--- config.mk ---
export PLATFORM = sky130hd
export DESIGN_NAME = fp_to_i32_sp_arbiter
export DESIGN_NICKNAME = d
export VERILOG_FILES = /design/src/rtl/fp_to_i32_sp_arbiter.sv
export SDC_FILE = /design/constraint.sdc
export NUM_CORES = 1
export LEC_CHECK = 0
export ABC_CLOCK_PERIOD_IN_PS = 7200
export CAP_MARGIN = 20
export CELL_PAD_IN_SITES_DETAIL_PLACEMENT = 0
export CELL_PAD_IN_SITES_GLOBAL_PLACEMENT = 1
export CORE_UTILIZATION = 36
export CTS_BUF_LIST = sky130_fd_sc_hd__clkbuf_2 sky130_fd_sc_hd__clkbuf_4 sky130_fd_sc_hd__clkbuf_8
export DETAILED_ROUTE_END_ITERATION = 6
export PLACE_DENSITY_LB_ADDON = 0.3
export SYNTH_ARGS = -nofsm -noshare
export SYNTH_HDL_FRONTEND = slang
export SYNTH_SLANG_ARGS = --single-unit
export TNS_END_PERCENT = 30
--- constraint.sdc ---
create_clock -name clk -period 7.2 [get_ports clk]
set_input_delay 1.44 -clock clk [delete_from_list [all_inputs] [get_ports clk]]
set_output_delay 1.44 -clock clk [all_outputs]
set_load 0.1 [all_outputs]
--- src/rtl/fp_to_i32_sp_arbiter.sv ---
// fp_to_i32_sp_arbiter
//
// Shares one single-precision float-to-int32 converter among NUM_REQ requesters.
// A round-robin arbiter picks at most one requester per clock-enabled cycle, the
// granted 34-bit FloPoCo operand goes through the converter (NUM_STAGES of latency),
// and a tag pipeline of matching depth routes each result back to its owner.
//
// Conversion: round toward zero. Finite out-of-range values, +/-inf and NaN
// saturate. NaN returns 32'h8000_0000.
//
// Ports:
//   clk        clock, all state updates on the rising edge
//   rst        synchronous active-high reset, overrides ce
//   ce         clock enable; low freezes every register
//   req_valid  per-requester request valid
//   req_data   per-requester operand, requester i at [34*i+33:34*i]
//   req_ready  one-hot grant (zero when idle, in reset or frozen)
//   rsp_valid  one-hot result strobe for the owner of rsp_data
//   rsp_data   int32 result, held between responses
//   inflight   accepted conversions not yet presented on rsp_*
module fp_to_i32_sp_arbiter #(
    parameter int unsigned NUM_REQ    = 4,
    parameter int unsigned NUM_STAGES = 1
) (
    input  logic                              clk,
    input  logic                              rst,
    input  logic                              ce,
    input  logic [NUM_REQ-1:0]                req_valid,
    input  logic [NUM_REQ*34-1:0]             req_data,
    output logic [NUM_REQ-1:0]                req_ready,
    output logic [NUM_REQ-1:0]                rsp_valid,
    output logic [31:0]                       rsp_data,
    output logic [$clog2(NUM_STAGES+2)-1:0]   inflight
);

    localparam int unsigned IdW  = $clog2(NUM_REQ);
    localparam int unsigned InfW = $clog2(NUM_STAGES + 2);

    if (NUM_STAGES != 0 && NUM_STAGES != 1 && NUM_STAGES != 6) begin : g_bad_stages
        $error("NUM_STAGES must be 0, 1 or 6");
    end
    if (NUM_REQ < 2 || NUM_REQ > 16) begin : g_bad_req
        $error("NUM_REQ must be in 2..16");
    end

    // FloPoCo exception field: 00 zero, 01 normal, 10 infinity, 11 NaN.
    function automatic logic [31:0] fp_to_i32(input logic [33:0] op);
        logic [1:0]  exc;
        logic        sgn;
        logic [7:0]  ex;
        logic [31:0] man;
        logic [31:0] mag;
        logic [31:0] res;
        exc = op[33:32];
        sgn = op[31];
        ex  = op[30:23];
        man = {8'h00, 1'b1, op[22:0]};
        mag = '0;
        res = '0;
        case (exc)
            2'b00: res = '0;
            2'b01: begin
                if (ex < 8'd127) begin
                    res = '0;
                end else if (ex >= 8'd158) begin
                    // |x| >= 2^31: only -2^31 is exact, and it equals the saturation value
                    res = sgn ? 32'h8000_0000 : 32'h7FFF_FFFF;
                end else begin
                    // value = man * 2^(ex-150)
                    if (ex >= 8'd150) begin
                        mag = man << (ex - 8'd150);
                    end else begin
                        mag = man >> (8'd150 - ex);
                    end
                    res = sgn ? (~mag + 32'd1) : mag;
                end
            end
            2'b10:   res = sgn ? 32'h8000_0000 : 32'h7FFF_FFFF;
            default: res = 32'h8000_0000;
        endcase
        return res;
    endfunction

    // ---------------------------------------------------------------- arbitration
    logic [IdW-1:0]     rr_ptr_q;
    logic [IdW-1:0]     rr_ptr_d;
    logic [IdW-1:0]     grant_id;
    logic               grant_any;
    logic [NUM_REQ-1:0] grant;
    logic               transfer;

    always_comb begin
        int unsigned idx;
        idx       = 0;
        grant_any = 1'b0;
        grant_id  = '0;
        grant     = '0;
        for (int unsigned off = 0; off < NUM_REQ; off++) begin
            idx = 32'(rr_ptr_q) + off;
            if (idx >= NUM_REQ) begin
                idx = idx - NUM_REQ;
            end
            if (!grant_any && req_valid[IdW'(idx)]) begin
                grant_any = 1'b1;
                grant_id  = IdW'(idx);
            end
        end
        if (grant_any) begin
            grant[grant_id] = 1'b1;
        end
    end

    assign req_ready = grant & {NUM_REQ{ce & ~rst}};
    assign transfer  = grant_any & ce & ~rst;

    always_comb begin
        if (grant_id == IdW'(NUM_REQ - 1)) begin
            rr_ptr_d = '0;
        end else begin
            rr_ptr_d = grant_id + IdW'(1);
        end
    end

    always_ff @(posedge clk) begin
        if (rst) begin
            rr_ptr_q <= '0;
        end else if (transfer) begin
            rr_ptr_q <= rr_ptr_d;
        end
    end

    // ---------------------------------------------------------------- converter
    logic [33:0] conv_in;
    logic [31:0] conv_comb;
    logic [31:0] conv_out;
    logic        enter_v;   // a valid tag moves into the output stage this edge

    // Idle cycles feed zeros so the converter does not toggle on stale data.
    always_comb begin
        conv_in = '0;
        for (int i = 0; i < int'(NUM_REQ); i++) begin
            if (grant_any && grant_id == IdW'(i)) begin
                conv_in = req_data[34*i +: 34];
            end
        end
    end

    assign conv_comb = fp_to_i32(conv_in);

    // ---------------------------------------------------------------- tag pipeline
    logic [NUM_STAGES:0] tag_v_q;
    logic [IdW-1:0]      tag_id_q [NUM_STAGES+1];

    if (NUM_STAGES == 0) begin : g_comb
        assign conv_out = conv_comb;
        assign enter_v  = transfer;
    end else begin : g_pipe
        logic [31:0] pipe_q [NUM_STAGES];

        always_ff @(posedge clk) begin
            if (rst) begin
                for (int i = 0; i < int'(NUM_STAGES); i++) begin
                    pipe_q[i] <= '0;
                end
            end else if (ce) begin
                pipe_q[0] <= conv_comb;
                for (int i = 1; i < int'(NUM_STAGES); i++) begin
                    pipe_q[i] <= pipe_q[i-1];
                end
            end
        end

        assign conv_out = pipe_q[NUM_STAGES-1];
        assign enter_v  = tag_v_q[NUM_STAGES-1];
    end

    always_ff @(posedge clk) begin
        if (rst) begin
            tag_v_q <= '0;
            for (int i = 0; i <= int'(NUM_STAGES); i++) begin
                tag_id_q[i] <= '0;
            end
        end else if (ce) begin
            tag_v_q[0]  <= transfer;
            tag_id_q[0] <= grant_id;
            for (int i = 1; i <= int'(NUM_STAGES); i++) begin
                tag_v_q[i]  <= tag_v_q[i-1];
                tag_id_q[i] <= tag_id_q[i-1];
            end
        end
    end

    // ---------------------------------------------------------------- response
    logic [31:0] rsp_data_q;

    // Load only alongside a valid tag so rsp_data holds between results.
    always_ff @(posedge clk) begin
        if (rst) begin
            rsp_data_q <= '0;
        end else if (ce && enter_v) begin
            rsp_data_q <= conv_out;
        end
    end

    assign rsp_data = rsp_data_q;

    always_comb begin
        rsp_valid = '0;
        if (tag_v_q[NUM_STAGES]) begin
            rsp_valid[tag_id_q[NUM_STAGES]] = 1'b1;
        end
    end

    // The output stage is excluded: its result is already being presented.
    always_comb begin
        inflight = '0;
        for (int i = 0; i < int'(NUM_STAGES); i++) begin
            inflight = inflight + InfW'(tag_v_q[i]);
        end
    end

endmodule

==> impl_metrics.py <==
metrics = {
    "status": {
        "status": "finished clean",
    },
    "cells_and_area": {
        "nets": 1554,
        "final_util": 0.4832,
        "fillers": 2516,
        "antennaDiodeCount": 0,
        "layout-drive-gt1-share": 0.1862,
        "area.growth.synth_to_final_pct": 32.39,
    },
    "clock_network": {
        "path_clk_slew_ps": 90,
        "clockRootBuffer": "clkbuf_8",
        "cts_buffers": 9,
        "postCtsHoldBufs": 0,
        "clockBufferDepth": 2,
        "cts_tree": "yes",
        "insertion_delay_ps": 350,
        "cts_sinks": 72,
        "ctsHtreeMaxLevel": 3,
    },
    "routing": {
        "dr.pass1.iters": 6,
        "via_count": 10430,
        "routedWlPerCell_um": 21.80,
        "ant_nets": 0,
        "drc_errors": 0,
        "drt_wl_total_mm": 37.86,
        "routed_via_density": 6.003,
        "drtIter0Drc": 1038,
    },
    "critical_path": {
        "r2r-end": "g_pipe.pipe_q[0][28]$_SDFFCE_PN0P_",
        "crit_arrival_ps": 6960,
        "r2r_slack_ps": 1490,
        "crit_path_start_kind": "primary input",
        "critical_path_required_ps": 7300,
        "path_max_fanout": 23,
        "worstReg2RegStart": "rr_ptr_q[1]$_SDFFE_PP0P_",
        "endpoint_kind": "flop",
        "crit_type": "primary input to flop",
        "worst-r2r-cell-count": 23,
    },
    "pwr": {
        "power_switching_share": 0.5196,
        "ir_drop_uv": 116.3,
        "combPwrFrac": 0.800,
        "p_switching_mw": 2.018,
        "p_int_mw": 1.866,
        "p_leak_nw": 4.591,
        "clockPowerShare": 0.079,
        "pwr-share-seq": 0.121,
        "powerDensity_nw_per_um2": 320.2,
    },
    "timing": {
        "fmax_mhz": 145.7,
        "max_slew_margin": 0.2864,
        "period_share": 0.9530,
        "rsz0062_at_grt": "no",
        "hold_viol_final": 0,
        "period_minus_slack_ps": 6862,
        "finalClockSkew_ps": 13.41,
        "fin_ws_ps": 338.2,
        "setup_viol": 0,
        "slew_violations": 0,
        "tightest_slew_ps": 1062,
    },
    "yosys": {
        "ys_ff_latch": 72,
        "postSynthCellCount": 1179,
        "yosysUniqueCellTypes": 111,
        "yosys_warnings": 0,
        "synth_edf_count": 36,
        "synthArstFlopShare": 0,
        "syn-num-nets": 1331,
        "synthesis.area_um2": 9164,
        "synth_flop_cell": "edfxtp_1",
        "synth-seq-area-share": 0.1966,
        "syn_area_per_cell_um2": 7.773,
    },
    "global_route": {
        "grt_pass1_vias": 9930,
        "grt_pass1_wl_mm": 58.40,
        "grt_max_degree": 43,
        "grt.overflow.total": 0,
        "grt_usage": 0.2885,
        "antenna_found_initial": 0,
    },
    "die": {
        "die_area_um2": 26100,
        "start_util": 0.3650,
        "die_h_um": 161.5,
        "core_area_um2": 25110,
        "fp.dieW_um": 161.5,
        "pin_count": 185,
        "rows": 58,
    },
    "hold_path": {
        "min_path_cells": 2,
        "min-delay-start": "rsp_data[6]$_SDFFE_PP0P_",
        "min_path_type": "flop to flop",
        "min_to": "rsp_data[6]$_SDFFE_PP0P_",
    },
    "placement": {
        "pre_cts_slack_ps": -121.9,
        "dp_hpwl_mm": 31.03,
        "portBuffers": 183,
        "place.gp.congestion": 1.010,
    },
    "flow_run": {
        "drv_cap": 0,
    },
}
[power groups by stage]
stage                     Clock, mW  Combinational (mW)  Sequential (mW)
after global placement            0                3.04            0.480
after CTS                     0.312                3.02            0.471
after global routing          0.326                3.31            0.475
after floorplan                   0                1.95            0.514
after detailed placement          0                3.01            0.481
final                         0.305                3.11            0.471
[area by class of cell]
| type | count | area (um2) | area share |
|---|---|---|---|
| sequential | 72 | 1802 | 0.1485 |
| clock inverter | 7 | 60.06 | 0.004951 |
| tap | 330 | 412.9 | 0.03403 |
| multi-input combinational | 959 | 6658 | 0.5488 |
| timing repair buffer | 319 | 2920 | 0.2407 |
| clock buffer | 9 | 123.9 | 0.01021 |
| inverter | 41 | 155.1 | 0.01279 |
[metal layers]
layer	track usage	part of all wire	vias to the layer above
li1	-	-	4946
met1	0.3692	0.42	4922
met5	0	0	-
met4	0.1569	0.055	0
met2	0.4730	0.46	463
met3	0.03364	0.062	97
[cells by family after synthesis]
kind of cell / after synthesis / share of synthesized area
muxes: 55 / 0.08547
xor gates and xnor gates: 30 / 0.03031
and+or+nand+nor: 462 / 0.2664
AOI/OAI and AO/OA: 402 / 0.3221
adders and majority gates: 9 / 0.01229
other: 1 / 0.0004092
buffers and inverters: 148 / 0.08643
DFF: 72 / 0.1966
[how the worst max path moves through the flow]
stage	startpoint	endpoint	slack [ps]	cells after the start
6_report	req_valid[0]	g_pipe.pipe_q[0][28]$_SDFFCE_PN0P_	340	24
5_1_grt	req_valid[0]	g_pipe.pipe_q[0][28]$_SDFFCE_PN0P_	8	24
4_1_cts	req_valid[0]	g_pipe.pipe_q[0][23]$_SDFFCE_PN0P_	230	26
3_5_place_dp	req_valid[0]	g_pipe.pipe_q[0][23]$_SDFFCE_PN0P_	-120	26
3_3_place_gp	req_valid[0]	g_pipe.pipe_q[0][23]$_SDFFCE_PN0P_	-50	24
2_1_floorplan	req_valid[0]	g_pipe.pipe_q[0][23]$_SDFFCE_PN0P_	50	31
[synthesized netlist by cell type, types with 8 or more instances]
cell | n | area [um2]
nand2_1 | 153 | 574.3
a21oi_1 | 108 | 540.5
nor2_1 | 68 | 255.2
o21ai_0 | 48 | 240.2
clkbuf_1 | 39 | 146.4
inv_1 | 37 | 138.9
dfxtp_1 | 36 | 720.7
edfxtp_1 | 36 | 1081
nand3_1 | 33 | 165.2
buf_2 | 32 | 160.2
a211oi_1 | 30 | 225.2
nand3b_1 | 27 | 202.7
nor3_1 | 26 | 130.1
mux2i_1 | 25 | 250.2
nor3b_1 | 25 | 187.7
a221oi_1 | 20 | 175.2
buf_6 | 20 | 225.2
and2_1 | 19 | 118.9
o22ai_1 | 19 | 118.9
and3_1 | 18 | 112.6
mux4_2 | 17 | 382.9
a221o_1 | 15 | 150.1
o211ai_1 | 14 | 105.1
xnor2_1 | 14 | 122.6
xor2_1 | 14 | 122.6
nor4_1 | 13 | 81.33
buf_4 | 12 | 90.09
nand4_1 | 12 | 75.07
mux2_2 | 10 | 112.6
nor2b_1 | 10 | 62.56
o21ai_1 | 10 | 50.05
o31ai_1 | 10 | 75.07
a21o_1 | 9 | 67.56
ha_1 | 9 | 112.6
o32ai_1 | 8 | 70.07
[cell usage in the layout (no fill, tap or decap), types with 10 or more instances in the layout]
cell type	count
a221oi_1	20
a221o_1	15
o21ai_0	48
buf_4	135
nand2_1	152
clkdlybuf4s50_1	179
o21ai_1	10
inv_1	37
nand4_1	12
nor4_1	12
dfxtp_1	36
a211oi_1	28
and2_1	19
nor3b_1	25
nor2_1	68
nand3b_1	27
o211ai_1	14
o31ai_1	10
and3_1	18
o22ai_1	18
mux2i_1	25
nor2b_1	10
mux2_2	10
nand3_1	33
edfxtp_1	36
a21oi_1	108
nor3_1	26
mux4_2	17
xor2_1	14
xnor2_1	14
[state kept, by name (all words and copies together), names as in the netlist]
name	flops
rr_ptr_q	2
tag_id_q	4
tag_v_q	2
rsp_data	32
g_pipe.pipe_q	32
[per-stage QoR]
| stage | hold slack, ps | setup TNS, ps | cells | instance area, um2 | total power [mW] |
|---|---|---|---|---|---|
| 2_1_floorplan | 467.5 | 0 | 1179 | 9170 | 2.469 |
| 5_1_grt | 473.1 | 0 | 1737 | 12130 | 4.110 |
| 3_5_place_dp | 445.8 | -1106 | 1718 | 11830 | 3.489 |
| 4_1_cts | 458.0 | 0 | 1734 | 12010 | 3.806 |
| 6_report | 455.3 | 0 | 1737 | 12130 | 3.885 |
| 3_3_place_gp | 443.4 | -47.22 | 1718 | 11830 | 3.517 |
[worst max-delay path: stages]
cell and delay [ps]:
clkdlybuf4s50_1 490, inv_1 70, nor2_1 120, nor2_1 70, o22ai_2 250, inv_1 150, ha_2 260, buf_4 200
buf_4 220, a211oi_1 340, a221oi_1 140, buf_4 170, o21ai_1 220, buf_4 160, o21ai_0 250, o211ai_2 260
nor2_1 220, a221o_1 400, or4b_4 500, buf_4 150, or2_1 280, nor3_1 250, mux2i_1 280, a211oi_2 70
[timing repair]
action / in CTS / in global routing
resized for setup: 0 / 10
setup buffers: 0 / 1
endpoints found under the setup margin: 0 / 22
Note: power is estimated with default switching activity, not from simulation.
